[src/rtl/pitch_game_pkg.sv]
// Shared types and defaults for the pitch-game video path.
// Also used by the pitch-to-height stage.
package pitch_game_pkg;

   localparam int unsigned HeightW    = 10;
   localparam int unsigned YMinDef    = 16;
   localparam int unsigned YMaxDef    = 457;
   localparam int unsigned MaxStepDef = 4;

   typedef enum logic {
      StFill,
      StTrack
   } track_state_e;

   function automatic logic [HeightW-1:0] clamp_height(
      input logic [HeightW-1:0] h,
      input logic [HeightW-1:0] lo,
      input logic [HeightW-1:0] hi
   );
      logic [HeightW-1:0] r;
      r = h;
      if (h < lo) r = lo;
      else if (h > hi) r = hi;
      return r;
   endfunction

endpackage

[src/rtl/rate_limiter.sv]
// Moves a position toward a target by at most one step.
// The result is clamped to the legal range.
module rate_limiter
   import pitch_game_pkg::*;
#(
   parameter int unsigned Y_MIN = YMinDef,
   parameter int unsigned Y_MAX = YMaxDef
) (
   input  logic [HeightW-1:0] current_y,
   input  logic [HeightW-1:0] target_y,
   input  logic [HeightW-1:0] step,
   output logic [HeightW-1:0] next_y
);

   logic [HeightW-1:0] diff;
   logic [HeightW-1:0] moved;

   // Step never exceeds the distance, so the add cannot overshoot or wrap.
   always_comb begin
      diff  = '0;
      moved = current_y;
      if (current_y < target_y) begin
         diff  = target_y - current_y;
         moved = current_y + ((diff < step) ? diff : step);
      end else if (current_y > target_y) begin
         diff  = current_y - target_y;
         moved = current_y - ((diff < step) ? diff : step);
      end
      next_y = clamp_height(moved, HeightW'(Y_MIN), HeightW'(Y_MAX));
   end

endmodule

[src/rtl/height_smoother.sv]
// Averages the last DEPTH clamped height estimates and glides player_y
// toward that average at a bounded per-frame rate; drops tracking on silence.
module height_smoother
   import pitch_game_pkg::*;
#(
   parameter int unsigned DEPTH          = 4,
   parameter int unsigned MAX_STEP       = MaxStepDef,
   parameter int unsigned TIMEOUT_FRAMES = 30,
   parameter int unsigned Y_MIN          = YMinDef,
   parameter int unsigned Y_MAX          = YMaxDef
) (
   input  logic               clk,
   input  logic               reset,
   input  logic [HeightW-1:0] height_in,
   input  logic               height_valid,
   input  logic               frame_tick,
   output logic [HeightW-1:0] player_y,
   output logic [HeightW-1:0] target_y,
   output logic               tracking
);

   localparam int unsigned ShiftW = $clog2(DEPTH);
   localparam int unsigned SumW   = HeightW + ShiftW;
   localparam int unsigned PtrW   = (DEPTH > 1) ? $clog2(DEPTH) : 1;
   localparam int unsigned CntW   = $clog2(DEPTH + 1);
   localparam int unsigned SilW   = $clog2(TIMEOUT_FRAMES + 1);

   localparam logic [PtrW-1:0] PtrLast  = PtrW'(DEPTH - 1);
   localparam logic [CntW-1:0] FillFull = CntW'(DEPTH);
   localparam logic [SilW-1:0] SilMax   = SilW'(TIMEOUT_FRAMES);
   localparam logic [SilW-1:0] SilLast  = SilW'(TIMEOUT_FRAMES - 1);

   track_state_e       state_q, state_d;
   logic [HeightW-1:0] hist_q [DEPTH];
   logic [HeightW-1:0] hist_d [DEPTH];
   logic [SumW-1:0]    sum_q, sum_d;
   logic [PtrW-1:0]    ptr_q, ptr_d;
   logic [CntW-1:0]    fill_q, fill_d;
   logic [SilW-1:0]    silence_q, silence_d;
   logic [HeightW-1:0] target_q, target_d;
   logic [HeightW-1:0] player_q, player_d;

   logic [HeightW-1:0] clamped;
   logic [HeightW-1:0] stepped;
   logic [SumW-1:0]    avg;
   logic               timeout;

   rate_limiter #(
      .Y_MIN (Y_MIN),
      .Y_MAX (Y_MAX)
   ) u_rate_limiter (
      .current_y (player_q),
      .target_y  (target_q),
      .step      (HeightW'(MAX_STEP)),
      .next_y    (stepped)
   );

   assign clamped = clamp_height(height_in, HeightW'(Y_MIN), HeightW'(Y_MAX));

   // Fires on the tick that brings the silence count to TIMEOUT_FRAMES; the
   // count then sits saturated, so the clear happens once per silent spell.
   assign timeout = frame_tick && (silence_q == SilLast);

   always_comb begin
      state_d   = state_q;
      hist_d    = hist_q;
      sum_d     = sum_q;
      ptr_d     = ptr_q;
      fill_d    = fill_q;
      silence_d = silence_q;
      target_d  = target_q;
      player_d  = player_q;
      avg       = '0;

      if (height_valid) begin
         silence_d = '0;
      end else if (frame_tick && (silence_q != SilMax)) begin
         silence_d = silence_q + 1'b1;
      end

      // Frame step always works from the registered (old) target.
      if (frame_tick) begin
         player_d = stepped;
      end

      if (timeout) begin
         state_d  = StFill;
         hist_d   = '{default: '0};
         sum_d    = '0;
         ptr_d    = '0;
         fill_d   = '0;
         target_d = HeightW'(Y_MIN);
      end

      // Applied on top of any timeout clear so a coincident sample opens the new fill.
      if (height_valid) begin
         sum_d         = sum_d - SumW'(hist_d[ptr_d]) + SumW'(clamped);
         hist_d[ptr_d] = clamped;
         ptr_d         = (ptr_d == PtrLast) ? '0 : ptr_d + 1'b1;
         if (state_d == StFill) begin
            fill_d = fill_d + 1'b1;
            if (fill_d == FillFull) begin
               state_d = StTrack;
            end
         end
         if (state_d == StTrack) begin
            avg      = sum_d >> ShiftW;
            target_d = avg[HeightW-1:0];
         end
      end
   end

   always_ff @(posedge clk or negedge reset) begin
      if (!reset) begin
         state_q   <= StFill;
         for (int unsigned i = 0; i < DEPTH; i++) begin
            hist_q[i] <= '0;
         end
         sum_q     <= '0;
         ptr_q     <= '0;
         fill_q    <= '0;
         silence_q <= '0;
         target_q  <= HeightW'(Y_MIN);
         player_q  <= HeightW'(Y_MIN);
      end else begin
         state_q   <= state_d;
         hist_q    <= hist_d;
         sum_q     <= sum_d;
         ptr_q     <= ptr_d;
         fill_q    <= fill_d;
         silence_q <= silence_d;
         target_q  <= target_d;
         player_q  <= player_d;
      end
   end

   assign player_y = player_q;
   assign target_y = target_q;
   assign tracking = (state_q == StTrack);

endmodule

[config.mk]
export PLATFORM = sky130hd
export DESIGN_NAME = height_smoother
export DESIGN_NICKNAME = d
export VERILOG_FILES = /design/src/rtl/pitch_game_pkg.sv /design/src/rtl/rate_limiter.sv /design/src/rtl/height_smoother.sv
export SDC_FILE = /design/constraint.sdc
export NUM_CORES = 1
export LEC_CHECK = 0
export CAP_MARGIN = 5
export CORE_ASPECT_RATIO = 0.7
export CORE_MARGIN = 2
export CORE_UTILIZATION = 56
export DETAILED_ROUTE_END_ITERATION = 12
export GPL_ROUTABILITY_DRIVEN = 1
export PLACE_DENSITY = 0.75
export SETUP_SLACK_MARGIN = 0.15
export SKIP_LAST_GASP = 1
export SYNTH_ARGS = -nofsm -noshare
export SYNTH_HDL_FRONTEND = slang
export SYNTH_SLANG_ARGS = --single-unit
[constraint.sdc]
create_clock -name clk -period 5 [get_ports clk]
set_input_delay 1.25 -clock clk [delete_from_list [all_inputs] [get_ports clk]]
set_output_delay 1.25 -clock clk [all_outputs]
set_load 0.005 [all_outputs]
# Word-level counts from Yosys, hierarchy flattened
# Cells that the tools add are included.
# Widths: inputs -> output; s select.
[totals]
reg_bits = 83
input_bits = 14
word_cells = 73
out_inout_bits = 21
[op_classes]
n_mux = 34
n_lt_le_gt_ge = 10
n_bitwise = 1
reduce_logical = 4
addsub = 9
eq_ne = 4
[ops]
columns = ["op", "count"]
rows = [
  ["$mux 10", 14],
  ["$mux 40", 2],
  ["$bwmux 40", 1],
  ["$sub 10x10->10", 3],
  ["$mux 12", 2],
  ["$bmux 10 s2", 1],
  ["$demux 10 s2", 1],
  ["$gt 10x9->1 const B", 2],
  ["$lt 10x3->1 const B", 2],
  ["$lt 10x5->1 const B", 2],
  ["$add 12x10->12", 1],
  ["$sub 12x10->12", 1],
  ["$add 10x10->10", 1],
  ["$gt 10x10->1", 1],
  ["$lt 10x10->1", 1],
  ["$mux 5", 2],
  ["$mux 3", 3],
  ["$mux 2", 3],
  ["$add 5x1->5 const B", 1],
  ["$eq 5x5->1 const B", 1],
  ["$mux 1", 5],
  ["$ne 5x5->1 const B", 1],
  ["$add 3x1->3 const B", 1],
  ["$eq 3x3->1 const B", 1],
  ["other kinds (7)", 9],
]

# Longest topological paths before layout
# Gate-level depths: netlist (run 1).
[logic_depth]
word_depth = 11
mapped_depth = 24
depth_no_buf = 24

# Hierarchy
# Synthesis (run 1) repeated with hierarchy kept, for this count alone.
[hier_totals]
cells_unflattened = 865
hier_area_um2 = 7494.7
[modules_own_cells]
columns = ["mod", "area_each_um2", "seq_area_each_um2", "instances", "cells_each"]
rows = [
  ["height_smoother", 4688.2, 2079.5, 1, 460],
  ["rate_limiter", 2806.4, 0.0, 1, 405],
]

# Worst setup path before layout (run 1)
# OpenSTA, ideal clock, no wires.
[synth_path]
kind = "flip-flop to flip-flop"
from = "register player_q[1] (netlist: player_y[1])"
to = "register player_q[1] (netlist: player_y[1])"
required_time_ns = 4.890
path_stages_with_launch = 23
setup_time_ns = 0.110
arrival_time_ns = 4.572
period_less_slack_ns = 4.683
path_slack_ns = 0.317
path_buffers = 0
cell_sequence = "dfrtp_1 inv_1 fa_1 a21o_1 a21oi_1 o21ai_0 a21oi_1 o21ai_0 a211o_1 a221oi_1 inv_1 nor2_1 ha_1 inv_1 fa_1 nand2b_1 a21o_1 a31oi_1 xnor2_1 and4b_1 a41oi_2 o21ai_2 o41ai_1"
[synth_between]
elab_chain_cells = 9
word_cells_on_any_way = 16
cone_classes = "4 x add/sub; 6 x order compare; 6 x mux"
[synth_lines]
columns = ["item", "line_no", "source"]
rows = [
  ["start, declared", "height_smoother.sv:41", "logic [HeightW-1:0] player_q, player_d;"],
  ["start signal, assigned", "height_smoother.sv:124", "player_q <= HeightW'(Y_MIN);"],
  ["start signal, assigned", "height_smoother.sv:133", "player_q <= player_d;"],
  ["$sub 10x10->10", "rate_limiter.sv:26", "diff = current_y - target_y;"],
  ["$lt 10x3->1", "rate_limiter.sv:27", "moved = current_y - ((diff < step) ? diff : step);"],
  ["$mux 10", "rate_limiter.sv:27", ""],
  ["$sub 10x10->10", "rate_limiter.sv:27", ""],
  ["$mux 10", "rate_limiter.sv:25", "end else if (current_y > target_y) begin"],
  ["$mux 10 (*)", "rate_limiter.sv:22", "if (current_y < target_y) begin"],
  ["$gt 10x9->1", "pitch_game_pkg.sv:23", "else if (h > hi) r = hi;"],
  ["$mux 10", "pitch_game_pkg.sv:23", ""],
  ["$mux 10 (*)", "pitch_game_pkg.sv:22", "if (h < lo) r = lo;"],
]
# Mark *: on every way between the ends. The rest lies on a longest branch, timed or not.
# A chain may end at the register's enable or synchronous reset.

# Worst setup path in the final report (run 1)
[layout_path]
from = "register target_q[0] (netlist: target_y[0])"
to = "register player_q[4] (netlist: player_y[4])"
[layout_between]
elab_chain_cells = 9
word_cells_on_any_way = 16
cone_classes = "4 x add/sub; 6 x order compare; 6 x mux"
[layout_lines]
columns = ["item", "line_no", "source"]
rows = [
  ["start, declared", "height_smoother.sv:40", "logic [HeightW-1:0] target_q, target_d;"],
  ["start signal, assigned", "height_smoother.sv:123", "target_q <= HeightW'(Y_MIN);"],
  ["start signal, assigned", "height_smoother.sv:132", "target_q <= target_d;"],
  ["$sub 10x10->10", "rate_limiter.sv:26", ""],
  ["$lt 10x3->1", "rate_limiter.sv:27", ""],
  ["$mux 10", "rate_limiter.sv:27", ""],
  ["$sub 10x10->10", "rate_limiter.sv:27", ""],
  ["$mux 10", "rate_limiter.sv:25", ""],
  ["$mux 10 (*)", "rate_limiter.sv:22", ""],
  ["$gt 10x9->1", "pitch_game_pkg.sv:23", ""],
  ["$mux 10", "pitch_game_pkg.sv:23", ""],
  ["$mux 10 (*)", "pitch_game_pkg.sv:22", ""],
]
# Marked as above.

==> out/results.ini, run 1 <==
[flow_run]
drv_cap=0

[place]
routabilityCongestion=0.956
io_buffers=34
hpwl_microns=13700
place_area_sq_um=7660
dp.cells=1000

[logic_synthesis]
ys_warn_count=0
yosysSeqAreaShare=0.311
syn_avg_cell_area_sq_um=8.82
ys_async_sr_fraction=1.00
ys_top_cells_by_area=dfrtp_1, ha_1, o21ai_0
yosysUniqueCellTypes=76
synthCells=757
ys.flop_type=dfrtp_1
syn_area_sq_um=6680
ys_ff_latch=83
yosysTopAreaCell=dfrtp_1
synth_top_area_frac=0.304
synth_edf_count=0

[critical_path]
crit_path_start_kind=flop
critPathRequiredTime_ns=5.25
path_class=flop to flop
crit_fanout=4
cp.arrival_ns=5.14
cp-end-kind=flop

[cts]
htreeDepth=3
cts_hold_buf=0
clockBufferDepth=2
cts_num_sinks=83
path_clk_slew_ns=0.06
clkLatencyLatePin_ns=0.34
root_buffer=clkbuf_16
cts_buffers=9
cts_tree=built

[finish]
n_antenna_cell=0
fin_area_sq_um=8320
layoutNonFillerInstCount=1024
nFillCells=847
drive_gt1_frac=0.210
layout.nets=949
regArea_sq_um=2080
multi_input_area_sq_um=4510
area_growth_pct=24.6

[sta]
fin_skew_ns=0.00751
fmax_mhz=205
maxSlewHeadroom=0.282
fin_tns_setup_ns=0
worst_pin_slew_ns=1.08
hold_viol=0
report.final.setup_viol=0
final_max_slew_viol_count=0
period_needed_ns=4.89
post-route-period-util=0.978
rsz0062_at_grt=yes

[grt]
grt_max_degree=84
grtUsageTotal=0.298
first_global_vias=5846
antenna_found_initial=0
grt_pass1_wl_microns=29700
grt-ovfl-total=0

[drt]
routed_via_density=6.09
drt.antenna.violating_nets=0
wl_per_cell_microns=18.7
drt_iter0_drc=634
drt_wl_total_microns=19100
num_vias=6237
drt_first_pass_iters=5
drc=0

[floorplan]
die_w_microns=135
io_pins=35
rows=33
core_area_sq_um=11700
die_h_microns=95.4
die-area_sq_um=12800
start_util=0.571

[run_status]
status=complete, no violations

[hold_path]
worstHoldPathType=flop to flop

-- metrics by stage --
| stage | worst slack, ns | utilization | hold WS [ns] |
|---|---|---|---|
| 6_report | 0.111 | 0.712 | 0.483 |
| 5_1_grt | -0.171 | 0.712 | 0.521 |
| 4_1_cts | 0.163 | 0.692 | 0.486 |
| 3_5_place_dp | -0.263 | 0.656 | 0.472 |
| 3_3_place_gp | -0.0702 | 0.656 | 0.466 |
| 2_1_floorplan | 0.317 | - | 0.450 |
-- placed cells by master, fill, tap and decap left out, types with 5 or more instances in the layout --
cell type | synthesis | layout
a21o_1 | 8 | 8
conb_1 | 2 | 13
and2_1 | 18 | 18
o21ai_1 | 1 | 5
o21ai_2 | 1 | 6
nand3_2 | 2 | 6
xor2_1 | 12 | 11
or3_1 | 7 | 7
xnor2_1 | 19 | 19
nand3_1 | 66 | 62
nand2_1 | 57 | 55
buf_4 | 1 | 75
ha_1 | 58 | 54
dfrtp_1 | 81 | 81
nor2b_1 | 5 | 5
inv_1 | 68 | 64
nor2_1 | 40 | 38
nand4_1 | 7 | 7
clkdlybuf4s50_1 | 0 | 33
and3_1 | 11 | 10
mux4_2 | 10 | 10
mux2i_1 | 11 | 10
a21oi_2 | 0 | 10
clkbuf_16 | 0 | 9
a21oi_1 | 36 | 26
nor3_1 | 13 | 13
fa_1 | 14 | 11
o21ai_0 | 81 | 72
-- final cells by class --
cell class / instances / area share
tap: 157 / 0.0236
inverter: 70 / 0.0316
clock inverter: 4 / 0.00887
sequential: 83 / 0.250
multi-input combinational: 587 / 0.542
timing repair buffer: 112 / 0.115
clock buffer: 11 / 0.0292
-- repair_timing --
| item | 4_1_cts | 5_1_grt |
|---|---|---|
| endpoints found under the setup margin | 9 | 14 |
| resized for setup | 19 | 54 |
| setup buffers | 3 | 6 |
| pin swaps | 8 | 29 |
-- metal layers --
layer / share of wire / GRT usage / vias up
met1: 0.47 / 0.453 / 3078
li1: - / - / 2893
met3: 0.073 / 0.0585 / 30
met4: 0.012 / 0.0553 / 0
met5: 0 / 0 / -
met2: 0.45 / 0.449 / 236
-- kinds of logic (layout without fill, tap and decap cells) --
| group | Yosys count | count (layout) | synth area share |
|---|---|---|---|
| mux | 23 | 23 | 0.0536 |
| other cells | 2 | 13 | 0.00112 |
| xor+xnor | 31 | 31 | 0.0407 |
| simple gates | 249 | 249 | 0.188 |
| fa+ha+maj | 72 | 72 | 0.151 |
| buf+inv | 98 | 197 | 0.0602 |
| compound gates | 199 | 199 | 0.195 |
| flops | 83 | 83 | 0.311 |
-- worst max-delay path, stage by stage, from the launching register on --
cell       delay (ns)
dfrtp_1          0.38
inv_1            0.06
ha_2             0.18
inv_2            0.04
fa_2             0.33
a21o_1           0.17
a21oi_2          0.17
o21ai_2          0.07
a21oi_2          0.16
buf_4            0.13
xor2_1           0.17
o2111ai_1        0.14
a221oi_2         0.21
buf_4            0.17
and2_1           0.12
ha_1             0.23
a21oi_2          0.22
o211ai_1         0.16
or3_1            0.36
a21oi_2          0.22
mux2i_2          0.32
o2111ai_4        0.26
o41ai_2          0.34
o21bai_1         0.18
-- registers in the layout, indices dropped and copies added (netlist names) --
register	count
sum_q	12
tracking	1
player_y	10
hist_q	40
fill_q	3
ptr_q	2
target_y	10
silence_q	5
-- worst paths after layout --
| check | from | to | slack, ns | cells after the start |
|---|---|---|---|---|
| max | target_y[0] | player_y[4] | 0.11 | 23 |
| min | fill_q[2] | fill_q[2] | 0.48 | 2 |
| max reg2reg | target_y[0] | player_y[4] | 0.11 | 23 |
| min reg2reg | fill_q[2] | fill_q[2] | 0.48 | 2 |
| max in group asynchronous | reset | hist_q[12] | 3.20 | 1 |
| min in group asynchronous | reset | hist_q[27] | 1.09 | 1 |
-- synth_stat cells, types with 5 or more instances --
cell type   n
o31ai_1     5
a21o_1      8
xor2_1     12
mux4_2     10
a211oi_1    7
nor2b_1     5
a21oi_1    36
and3_1     11
or3_1       7
mux2i_1    11
o21ai_0    81
nor2_1     40
o41ai_1     5
dfrtp_1    81
clkbuf_1   19
nand4_1     7
fa_1       14
xnor2_1    19
inv_1      68
nand2_1    57
and2_1     18
ha_1       58
nand3_1    66
nand2b_1    5
nor3_1     13
Power of run 1 is not shown: default switching activity piles up to over one toggle a cycle in this logic, so the estimate is an artifact.
==> inputs of run 2 (changes only) <==
--- a/config.mk
+++ b/config.mk
@@ -11,6 +11,7 @@
 export CORE_UTILIZATION = 56
 export DETAILED_ROUTE_END_ITERATION = 12
 export GPL_ROUTABILITY_DRIVEN = 1
+export GPL_TIMING_DRIVEN = 0
 export PLACE_DENSITY = 0.75
 export SETUP_SLACK_MARGIN = 0.15
 export SKIP_LAST_GASP = 1
==> out/results.ini, run 2 (synthesized netlist as in run 1, its figures left out) <==
[critical_path]
critPathRequiredTime_ns=5.24  ; about the same
critPathMaxStageDelay_ns=0.41  ; +0.03 ns
critPathSlowestCell=dfrtp_1
crit_path_start_kind=flop
cp.arrival_ns=5.33  ; +0.19 ns
crit_buf_inv=4  ; unchanged
worstReg2RegStart=target_y[0]
r2r_slack_ns=-0.09  ; -0.20 ns
startpoint=target_y[0]
path_class=flop to flop
cp-endpoint=player_y[1]
worstRegToRegCells=24  ; +4.3%
path_cells=inv_1 > ha_2 > inv_2 > fa_2 > a21o_1 > a21oi_2 > o21ai_1 > a21oi_1 > o21ai_1 > a211o_1 > a221oi_4 > inv_1 > nor2_1 > ha_2 > inv_2 > fa_2 > nand2b_4 > a21o_1 > a31oi_4 > xnor2_2 > and4b_1 > a41oi_2 > o21ai_4 > o41ai_2
crit_cells=24  ; +4.3%
cpLargestDelayFamily=compound AO/OA/AOI/OAI gates
timing.rr.end=player_y[1]
cp-end-kind=flop
crit_fanout=4  ; unchanged

[finish]
regArea_sq_um=2090  ; +0.42%
nFillCells=857  ; +1.2%
post-route-util=0.706  ; -0.00589
top_regs=hist_q: 40 flops, sum_q: 12 flops
area_growth_pct=23.6
layout_common_cells=dfrtp_1, o21ai_0, inv_1
drive_gt1_frac=0.192  ; -0.0177
layout.nets=929  ; -2.1%
multi_input_area_sq_um=4660  ; +3.2%
fin_area_sq_um=8250  ; -0.83%
largest_reg_flops=40  ; unchanged
top_register=hist_q
n_antenna_cell=0  ; unchanged
layoutNonFillerInstCount=1005  ; -1.9%
layout_commonest_cell=dfrtp_1

[sta]
fin_skew_ns=0.00849  ; +0.000980 ns
setup_ws_ns=-0.0930  ; -0.204 ns
hold_viol=0  ; unchanged
post-route-period-util=1.02  ; +0.0409
rsz0062_at_grt=yes
worst_pin_slew_ns=0.882  ; -0.196 ns
maxSlewHeadroom=0.408  ; +0.126
period_needed_ns=5.09  ; +0.204 ns
final_max_slew_viol_count=0  ; unchanged
fin_tns_setup_ns=-0.407  ; -0.407 ns
report.final.setup_viol=5  ; +5
fmax_mhz=196  ; -4.0%

[place]
routabilityCongestion=0.934  ; -2.3%
hpwl_microns=14300  ; +4.4%
io_buffers=33  ; -2.9%
dp.cells=959  ; -4.1%
place_area_sq_um=7270  ; -5.1%

[grt]
grt-ovfl-total=0  ; unchanged
first_global_vias=6176  ; +5.6%
antenna_found_initial=0  ; unchanged
grt_max_degree=58  ; -31%
grt_pass1_wl_microns=31100  ; +4.7%
grtUsageTotal=0.315  ; +0.0168

[run_status]
violations=setup timing
status=finished, violations left

[drt]
drt.antenna.violating_nets=0  ; unchanged
routed.top_layer=met4
wl_per_cell_microns=20.3  ; +8.6%
drt_wl_total_microns=20400  ; +6.6%
drc=0  ; unchanged
drt_first_pass_iters=5  ; unchanged
drt_iter0_drc=636  ; +0.32%
dr_wl_met3_microns=2110  ; +52%
drt-met1-wl_microns=8690  ; -3.2%
num_vias=6416  ; +2.9%
wl_met2_microns=9220  ; +8.2%
routed_via_density=6.38  ; +4.8%

[cts]
cts_tree=built
clockBufferDepth=2  ; unchanged
clkLatencyLatePin_ns=0.35  ; about the same
cts_buffers=9  ; unchanged
htreeDepth=3  ; unchanged
root_buffer=clkbuf_16
path_clk_slew_ns=0.07  ; about the same
cts_num_sinks=83  ; unchanged

[floorplan]
io_pins=35  ; unchanged
rows=33  ; unchanged
die_w_microns=135  ; unchanged
start_util=0.571  ; unchanged
die-area_sq_um=12800  ; unchanged
core_area_sq_um=11700  ; unchanged
die_h_microns=95.4  ; unchanged

[flow_run]
drv_cap=0  ; unchanged

[hold_path]
worstHoldPathType=flop to flop

==> run 2: worst min path at each step <==
stage          slack (ns)       from         to  cells after the start
2_1_floorplan        0.45  fill_q[2]  fill_q[2]                      2
3_3_place_gp         0.47  fill_q[2]  fill_q[2]                      2
3_5_place_dp         0.47  fill_q[2]  fill_q[2]                      2
4_1_cts              0.49  fill_q[2]  fill_q[2]                      2
5_1_grt              0.51  fill_q[1]  fill_q[1]                      1
6_report             0.49  fill_q[2]  fill_q[2]                      2
==> run 2: cell type report <==
cell class,instances,area share
buffer,28,0.0176
clock buffer,9,0.0273
clock inverter,7,0.00910
inverter,70,0.0321
multi-input combinational,587,0.564
sequential,83,0.253
tap,157,0.0238
timing repair buffer,64,0.0728
==> run 2: what timing repair did <==
action,CTS,global route
setup endpoints to repair,19,15
setup buffers,18,12
hold buffers,0,0
gates resized for setup,68,46
pin swaps,18,22
==> run 2: routing by layer <==
| layer | track usage | vias up |
|---|---|---|
| met5 | 0 | - |
| met1 | 0.448 | 3157 |
| met3 | 0.0760 | 45 |
| met4 | 0.0754 | 0 |
| met2 | 0.491 | 346 |
| li1 | - | 2868 |
==> run 2: per-stage QoR <==
stage,hold WS (ns),setup slack [ns]
5_1_grt,0.515,-0.266
3_5_place_dp,0.475,-0.879
6_report,0.494,-0.0930
2_1_floorplan,0.450,0.317
3_3_place_gp,0.470,-0.733
4_1_cts,0.491,0.0588
==> run 2: worst reg2reg max path, cell delays in order (launching register included) <==
cell and delay [ns]:
dfrtp_1 0.41, inv_1 0.07, ha_2 0.18, inv_2 0.04, fa_2 0.37, a21o_1 0.18, a21oi_2 0.15, o21ai_1 0.08
a21oi_1 0.19, o21ai_1 0.12, a211o_1 0.32, a221oi_4 0.33, inv_1 0.11, nor2_1 0.15, ha_2 0.23, inv_2 0.04
fa_2 0.34, nand2b_4 0.17, a21o_1 0.23, a31oi_4 0.22, xnor2_2 0.15, and4b_1 0.23, a41oi_2 0.23, o21ai_4 0.12
o41ai_2 0.33
Power of run 2 is left out for the same reason.
==> inputs of run 3 (changes only) <==
--- a/config.mk
+++ b/config.mk
@@ -17,4 +17,5 @@
 export SKIP_LAST_GASP = 1
 export SYNTH_ARGS = -nofsm -noshare
 export SYNTH_HDL_FRONTEND = slang
+export SYNTH_HIERARCHICAL = 1
 export SYNTH_SLANG_ARGS = --single-unit
==> out/results.ini, run 3 <==
[floorplan]
core_area_sq_um=13100  ; +12%
die_h_microns=101  ; +5.7%
die_w_microns=142  ; +5.8%
rows=35  ; +6.1%
die-area_sq_um=14300  ; +12%
io_pins=35  ; unchanged
start_util=0.572  ; +0.00102

[sta]
final_max_slew_viol_count=0  ; unchanged
fmax_mhz=175  ; -11%
maxSlewHeadroom=0.475  ; +0.0669
fin_skew_ns=0.00652  ; -0.00197 ns
report.final.setup_viol=9  ; +4
setup_ws_ns=-0.710  ; -0.617 ns
hold_viol=0  ; unchanged
period_needed_ns=5.71  ; +0.617 ns
worst_pin_slew_ns=0.782  ; -0.100 ns
post-route-period-util=1.14  ; +0.123
rsz0062_at_grt=yes

[hold_path]
worstHoldPathType=flop to flop
min_from=fill_q[1]

[drt]
num_vias=7302  ; +14%
routed_via_density=6.41  ; +0.33%
drt_first_pass_iters=9  ; +4
wl_met2_microns=9760  ; +5.9%
drt.antenna.violating_nets=0  ; unchanged
drt-met1-wl_microns=10500  ; +21%
drt_iter0_drc=877  ; +38%
routed.top_layer=met4
dr_wl_met3_microns=2790  ; +32%
drt_wl_total_microns=23300  ; +15%
wl_per_cell_microns=20.5  ; +0.96%
drc=1  ; +1

[critical_path]
timing.critical_path.mode_cell=o21ai_2
crit_fanout=5  ; +1
critPathMaxStageDelay_ns=0.47  ; +0.06 ns
critPathSlowestCell=dfrtp_2
cp.arrival_ns=5.99  ; +0.66 ns
cp-end-kind=flop
crit_path_start_kind=flop
worstReg2RegStart=player_y[0]
path_class=flop to flop
critPathRequiredTime_ns=5.28  ; +0.04 ns
startpoint=player_y[0]

[logic_synthesis]
ys_top_cells_by_area=dfrtp_1, ha_1, o21ai_0
yosysSeqAreaShare=0.277  ; -0.0340
ys_warn_count=6  ; +6
syn_area_sq_um=7490  ; +12%
ys_async_sr_fraction=1.00  ; unchanged
synth_most_common_cell=o21ai_0
synth_top_area_frac=0.270  ; -0.0331
ys.flop_type=dfrtp_1
ys_ff_latch=83  ; unchanged
synth_edf_count=0  ; unchanged
yosys-top-cells-count=o21ai_0, dfrtp_1, ha_1
yosysTopAreaCell=dfrtp_1
syn_avg_cell_area_sq_um=8.66  ; -1.8%
synthCells=865  ; +14%
yosysUniqueCellTypes=82  ; +7.9%

[grt]
grt_pass1_wl_microns=36800  ; +18%
grt-ovfl-total=0  ; unchanged
grt_max_degree=60  ; +3.4%
antenna_found_initial=0  ; unchanged
grtUsageTotal=0.333  ; +0.0181
first_global_vias=6865  ; +11%

[cts]
cts_num_sinks=83  ; unchanged
path_clk_slew_ns=0.06  ; about the same
cts_buffers=9  ; unchanged
clkLatencyLatePin_ns=0.34  ; about the same
htreeDepth=3  ; unchanged
cts_tree=built
clockBufferDepth=2  ; unchanged
cts_hold_buf=0  ; unchanged
root_buffer=clkbuf_16

[finish]
top_regs=hist_q: 40 flops, sum_q: 12 flops
layout_commonest_cell=dfrtp_1
layout_common_cells=dfrtp_1, o21ai_0, nand2_1
nFillCells=946  ; +10%
top_register=hist_q
layout.nets=1073  ; +16%
drive_gt1_frac=0.232  ; +0.0398
area_growth_pct=26.0
largest_reg_flops=40  ; unchanged
layoutNonFillerInstCount=1140  ; +13%
fin_area_sq_um=9450  ; +14%
n_antenna_cell=0  ; unchanged

[place]
hpwl_microns=17000  ; +18%
place_area_sq_um=8340  ; +15%
io_buffers=33  ; unchanged
dp.cells=1079  ; +13%
routabilityCongestion=0.915  ; -2.1%

[run_status]
violations=DRC, setup timing
status=finished, violations left

[flow_run]
drv_cap=0  ; unchanged

==> run 3: critical path, delay by kind of cell (launching register included) <==
kind	cells	cell delay (ns)
adder cells (fa/ha/maj)	4	1.14
multiplexers	2	0.47
buffers and inverters	2	0.23
XOR/XNOR	1	0.19
AND/OR/NAND/NOR	5	0.89
AO/OA/AOI/OAI	13	2.28
flip-flops	1	0.47
==> run 3: metrics by stage <==
stage	setup WS (ns)	setup TNS, ns	hold slack [ns]	utilization
3_5_place_dp	-1.08	-10.72	0.473	0.637
5_1_grt	-0.904	-6.11	0.515	0.721
2_1_floorplan	-0.118	-0.147	0.450	-
3_3_place_gp	-0.863	-21.14	0.465	0.635
6_report	-0.710	-4.18	0.484	0.721
4_1_cts	-0.514	-3.39	0.489	0.704
==> run 3: cell type report <==
class | count | area, sq um | share of cell area
clock buffers | 10 | 229 | 0.0242
plain buffers | 39 | 248 | 0.0262
flip-flops and latches | 83 | 2090 | 0.221
repair buffers | 79 | 713 | 0.0755
multi-input cells | 688 | 5600 | 0.593
well taps | 166 | 208 | 0.0220
clock inverters | 6 | 95.1 | 0.0101
inverters | 69 | 259 | 0.0274
==> run 3: cells by family after synthesis <==
group / Yosys count / share of synthesized area
adders and majority gates: 90 / 0.164
and+or+nand+nor: 267 / 0.179
DFF: 83 / 0.277
buffers and inverters: 108 / 0.0629
muxes: 35 / 0.0656
other: 3 / 0.00150
xor gates and xnor gates: 33 / 0.0404
AOI/OAI and AO/OA: 246 / 0.208
==> run 3: final timing paths <==
path,end,slack (ns),depth (start not counted)
max,player_y[1],-0.71,27
min,fill_q[1],0.48,1
max reg2reg,player_y[1],-0.71,27
min reg2reg,fill_q[1],0.48,1
max in group asynchronous,target_y[4],3.54,2
min in group asynchronous,hist_q[19],0.80,1
==> run 3: per-layer routing <==
metal | GRT usage | vias to the layer above
li1 | - | 3311
met1 | 0.511 | 3556
met2 | 0.467 | 398
met3 | 0.0964 | 37
met4 | 0.0646 | 0
met5 | 0 | -
==> run 3: timing repair <==
| item | CTS | global route |
|---|---|---|
| hold endpoints to repair | 0 | 0 |
| endpoints found under the setup margin | 16 | 21 |
| resized for setup | 61 | 42 |
| setup buffers | 36 | 9 |
| pin swaps | 50 | 33 |
Power of run 3 is left out for the same reason.
